[src/rtl/counter_pkg.sv]
// Shared types and mode constants for the up counter family.
package counter_pkg;

    typedef enum logic [1:0] {
        IDLE,
        COUNT,
        DONE
    } cnt_state_t;

    localparam int MODE_WRAP    = 0;
    localparam int MODE_ONESHOT = 1;

endpackage

[src/rtl/counter_up_tc.sv]
// Up counter 0..LIMIT with terminal count, wrap carry pulse and one-shot done flag.
// Optional synchronous load port set enabled by `COUNTER_UP_LOAD_EN.
module counter_up_tc
    import counter_pkg::*;
#(
    parameter int unsigned dw      = 8,
    parameter int          LIMIT   = 7,
    parameter int          ONESHOT = MODE_WRAP
) (
    input  logic          clk,
    input  logic          reset,
    input  logic          clr,
    input  logic          ena,
`ifdef COUNTER_UP_LOAD_EN
    input  logic          load,
    input  logic [dw-1:0] load_val,
`endif
    output logic [dw-1:0] result,
    output logic          tc,
    output logic          carry,
    output logic          done,
    output logic          active
);

    localparam logic [dw-1:0] LIM        = dw'(LIMIT);
    localparam bit            IS_ONESHOT = (ONESHOT == MODE_ONESHOT);

    if (LIMIT < 0 || longint'(LIMIT) > ((longint'(1) << dw) - longint'(1))) begin : g_limit_bad
        $error("counter_up_tc: LIMIT does not fit in dw bits");
    end
    if (ONESHOT != MODE_WRAP && ONESHOT != MODE_ONESHOT) begin : g_mode_bad
        $error("counter_up_tc: ONESHOT must be 0 or 1");
    end

    cnt_state_t    state, state_nxt;
    logic [dw-1:0] result_nxt;
    logic          carry_nxt;
    logic          done_nxt;

`ifdef COUNTER_UP_LOAD_EN
    logic [dw-1:0] load_sat;
    assign load_sat = (load_val > LIM) ? LIM : load_val;
`endif

    // State and registered outputs
    always_ff @(posedge clk or negedge reset) begin
        if (!reset) begin
            state  <= IDLE;
            result <= '0;
            carry  <= 1'b0;
            done   <= 1'b0;
            active <= 1'b0;
        end else begin
            state  <= state_nxt;
            result <= result_nxt;
            carry  <= carry_nxt;
            done   <= done_nxt;
            active <= (state_nxt == COUNT);
        end
    end

    // Next state / next count: clr > load > ena > hold
    always_comb begin
        state_nxt  = state;
        result_nxt = result;
        carry_nxt  = 1'b0;
        done_nxt   = done;

        if (clr) begin
            state_nxt  = IDLE;
            result_nxt = '0;
            done_nxt   = 1'b0;
`ifdef COUNTER_UP_LOAD_EN
        end else if (load) begin
            result_nxt = load_sat;
            done_nxt   = 1'b0;
            if (load_sat == '0) begin
                state_nxt = IDLE;
            end else if (load_sat == LIM && IS_ONESHOT) begin
                state_nxt = DONE;
                done_nxt  = 1'b1;
            end else begin
                state_nxt = COUNT;
            end
`endif
        end else if (ena) begin
            unique case (state)
                IDLE: begin
                    if (LIM == '0) begin
                        if (IS_ONESHOT) begin
                            state_nxt = DONE;
                            done_nxt  = 1'b1;
                        end else begin
                            carry_nxt = 1'b1;
                        end
                    end else begin
                        result_nxt = dw'(1);
                        // LIMIT==1 in one-shot mode terminates on the very first count
                        if (IS_ONESHOT && LIM == dw'(1)) begin
                            state_nxt = DONE;
                            done_nxt  = 1'b1;
                        end else begin
                            state_nxt = COUNT;
                        end
                    end
                end
                COUNT: begin
                    if (result < LIM) begin
                        result_nxt = result + dw'(1);
                        if (IS_ONESHOT && (result + dw'(1)) == LIM) begin
                            state_nxt = DONE;
                            done_nxt  = 1'b1;
                        end
                    end else if (!IS_ONESHOT) begin
                        result_nxt = '0;
                        carry_nxt  = 1'b1;
                        state_nxt  = IDLE;
                    end
                end
                DONE: begin
                    result_nxt = LIM;
                    done_nxt   = 1'b1;
                end
                default: begin
                    state_nxt  = IDLE;
                    result_nxt = '0;
                    done_nxt   = 1'b0;
                end
            endcase
        end
    end

    assign tc = (result == LIM);

endmodule

[config.mk]
export PLATFORM = sky130hd
export DESIGN_NAME = counter_up_tc
export DESIGN_NICKNAME = d
export VERILOG_FILES = /design/src/rtl/counter_pkg.sv /design/src/rtl/counter_up_tc.sv
export SDC_FILE = /design/constraint.sdc
export NUM_CORES = 1
export LEC_CHECK = 0
export ABC_AREA = 1
export ABC_CLOCK_PERIOD_IN_PS = 1300
export CORE_AREA = 4 4 43 45
export DETAILED_ROUTE_END_ITERATION = 7
export DIE_AREA = 0 0 47 49
export PLACE_DENSITY = 0.71
export SETUP_SLACK_MARGIN = 0.1
export SLEW_MARGIN = 20
export SYNTH_ARGS = -nofsm -noshare
export SYNTH_HDL_FRONTEND = slang
export SYNTH_SLANG_ARGS = --single-unit
[constraint.sdc]
create_clock -name clk -period 1.3 [get_ports clk]
set_input_delay 0.26 -clock clk [delete_from_list [all_inputs] [get_ports clk]]
set_output_delay 0.26 -clock clk [all_outputs]
set_load 0.005 [all_outputs]
==> flow_summary_export.csv <==
group,metric,value,unit
logic_synthesis,synthCells,76,
clock_network,cts.clk_slew.worst_paths,0.08,ns
status,violations,"negative setup slack",
global_routing,grt_overflow,0,
routing,drt_wl_total,1.61,mm
worst_setup_path,cp-end-kind,"primary output",
logic_synthesis,synth_area,629,um^2
logic_synthesis,synthTopCellsByArea,"dfrtp_1 (52%), nand2_1 (14%), inv_1 (5.4%)",
clock_network,h-tree-depth,1,
die,rows,14,
worst_setup_path,crit_chain,"nor2_1 > nand2_1 > nor3_2 > buf_2",
logic_synthesis,synth_flop_cell,"dfrtp_1",
logic_synthesis,synthAdderAreaFrac,0.0199,
power_and_ir_drop,p_leak,0.601,nW
place,dp_hpwl,1.10,mm
clock_network,cts_buffers,3,
worst_setup_path,crit_fanout,2,
layout,fillers,117,
die,start_util,0.428,
global_routing,grt_max_degree,14,
timing,grt_setup_unrepaired,"yes",
power_and_ir_drop,vdd_drop_max,0.610,mV
status,outcome,"finished with violations",
die,die-area,2300,um^2
logic_synthesis,synth_top_area_frac,0.517,
logic_synthesis,synth.distinct_cells,17,
worst_setup_path,critPathTopFamily,"flip-flops",
die,die_h,49,um
clock_network,cts_buffer_depth,2,
global_routing,grt_pass1_vias,647,
clock_network,clk-insertion-delay-late,0.28,ns
layout,drive_gt1_frac,0.422,
global_routing,grtUsageTotal,0.156,
global_routing,antenna_found_initial,0,
worst_setup_path,crit_slowest_cell,"dfrtp_1",
logic_synthesis,synth_seq_area_share,0.517,
logic_synthesis,synth_edf_count,0,
layout,antennaDiodeCount,0,
clock_network,ctsHoldBuffers,0,
layout,fin_util,0.692,
logic_synthesis,syn_nets,81,
routing,routed_via_density,4.92,
timing,clock_skew,0.00109,ns
timing,hold_violations,0,
routing,dr_total_vias,649,
logic_synthesis,async_flop_share,1.00,
logic_synthesis,synth_warnings,0,
timing,slew_headroom,0.841,
worst_setup_path,crit_buf_inv,1,
logic_synthesis,yosysTopAreaCell,"dfrtp_1",
routing,drcViolationCount,0,
timing,whs,0.312,ns
worst_setup_path,worstPathArrival,1.17,ns
logic_synthesis,yosys.area_share.simple,0.336,
logic_synthesis,synth_xor_area_frac,0.0139,
logic_synthesis,synth_most_common_cell,"nand2_1",
place,place.gp.congestion,0.802,
timing,fin_crit,1.43,ns
worst_setup_path,rrSetupSlack,0.05,ns
worst_setup_path,crit_type,"flop to primary output",
timing,setup_tns,-0.183,ns
die,io_pins,16,
logic_synthesis,synth-compound-area-share,0.0417,
timing,setup-violations-final,2,
timing,drv_slew,0,
layout,fin_nets,122,
layout,final_cells,132,
worst_setup_path,cp.required,1.04,ns
logic_synthesis,synth_top_family_by_area,"simple AND/OR/NAND/NOR gates",
layout,syn_to_final_growth,61.8,%
routing,wl_per_cell,12.2,um
worst_setup_path,reg2reg_depth,6,
timing,fin_crit_sh,1.10,
clock_network,cts_tree,"done",
die,coreArea,1470,um^2
place,port_buffers,15,
hold_path,hp-class,"input pin to async pin",
worst_setup_path,timing.rr.end,"result[3]",
global_routing,grt_pass1_wl,2.66,mm
timing,fmaxAchievable,0.697,GHz
logic_synthesis,synth_common_cells,"nand2_1 (23), dfrtp_1 (13), inv_1 (9), nor2_1 (9)",
routing,dr.pass1.iters,4,
job,drv_cap,0,
logic_synthesis,synth-seq-cells,13,
place,dp_cells,121,
worst_setup_path,worst_r2r_startpoint,"result[0]",
routing,ant_nets,0,
worst_setup_path,slowest_delay,0.38,ns
power_and_ir_drop,p_per_area,756,nW/um^2
timing,worstMarginPinSlew,0.238,ns
die,die_w,47,um
logic_synthesis,synth_mux_area_frac,0,
clock_network,cts-root-buf,"clkbuf_4",
routing,drt_iter0_drc,2,
logic_synthesis,syn_area_per_cell,8.28,um^2
timing,finalWorstSetupSlack,-0.135,ns
clock_network,cts_sinks,13,
place,pre_cts_ws,-0.197,ns
worst_setup_path,start_kind,"flop",
## worst reg2reg max path, stage by stage (launching register included)
cell	delay, ns
dfrtp_1	0.40
ha_2	0.19
buf_6	0.13
a21o_1	0.18
nor2_4	0.11
nand2_2	0.06
o21ai_2	0.11
## how the worst max path moves through the flow
stage | from | end | slack (ns) | cells after the start
2_1_floorplan | result[0] | result[3] | 0.15 | 5
5_1_grt | result[0] | tc | -0.20 | 4
4_1_cts | result[6] | tc | -0.1 | 4
6_report | result[6] | tc | -0.13 | 4
3_3_place_gp | result[0] | tc | -0.17 | 4
3_5_place_dp | result[0] | tc | -0.20 | 4
## logic make-up after synthesis
logic type / after synthesis
adder cells (fa/ha/maj): 1
AND/OR/NAND/NOR: 45
flip-flops: 13
buffers and inverters: 12
AO/OA/AOI/OAI: 4
XOR/XNOR: 1
## report_power, final
group          internal, W  switching, W  leakage [nW]  total (W)
sequential        0.000412    0.00000455         0.177   0.000416
combinational    0.0000511     0.0000494         0.409   0.000101
clock             0.000119      0.000134        0.0150   0.000253
total             0.000582      0.000188         0.601   0.000770
## sequential cells by signal (all words and copies together) (netlist names)
signal  count
active      1
carry       1
done        1
result      8
state       2
## layout make-up
cell class	count	area, um^2	share of cell area
clock buffers	4	26.3	0.0258
inverters	12	45.0	0.0442
multi-input cells	51	288	0.283
flip-flops and latches	13	325	0.319
well taps	16	20.0	0.0197
repair buffers	36	314	0.308
## per-stage QoR
| step | cell area, um^2 | power, W |
|---|---|---|
| after floorplan | 629 | 0.000458 |
| after global placement | 905 | 0.000509 |
| after detailed placement | 905 | 0.000510 |
| after CTS | 987 | 0.000767 |
| after global routing | 1020 | 0.000800 |
| final | 1020 | 0.000770 |
## routing by layer
layer,global-route usage,up-vias,wire (um)
met3,0.0221,5,49
met2,0.267,13,892
li1,-,319,-
met5,0,-,0
met4,0.0553,0,32
met1,0.191,312,635
## timing repair
item                                   in CTS  in global routing
endpoints found under the hold margin       0                  0
setup endpoints to repair                  19                 15
buffers inserted                            8                  2
gates resized for setup                    50                  9
pin swaps                                   6                  5
## cell usage in the layout (no fill, tap or decap), types with 2 or more instances in the layout
| cell | instances |
|---|---|
| nand2_1 | 20 |
| buf_4 | 15 |
| dfrtp_1 | 13 |
| buf_6 | 10 |
| inv_1 | 9 |
| nor2_1 | 8 |
| buf_2 | 4 |
| inv_2 | 3 |
| nand2_2 | 3 |
| nand3_1 | 3 |
| nand4_1 | 3 |
| clkbuf_4 | 3 |
| clkdlybuf4s50_1 | 3 |
| nor2_2 | 2 |
| nor2_4 | 2 |
| dlygate4sd2_1 | 2 |
Note: power is estimated with default switching activity, not from simulation.
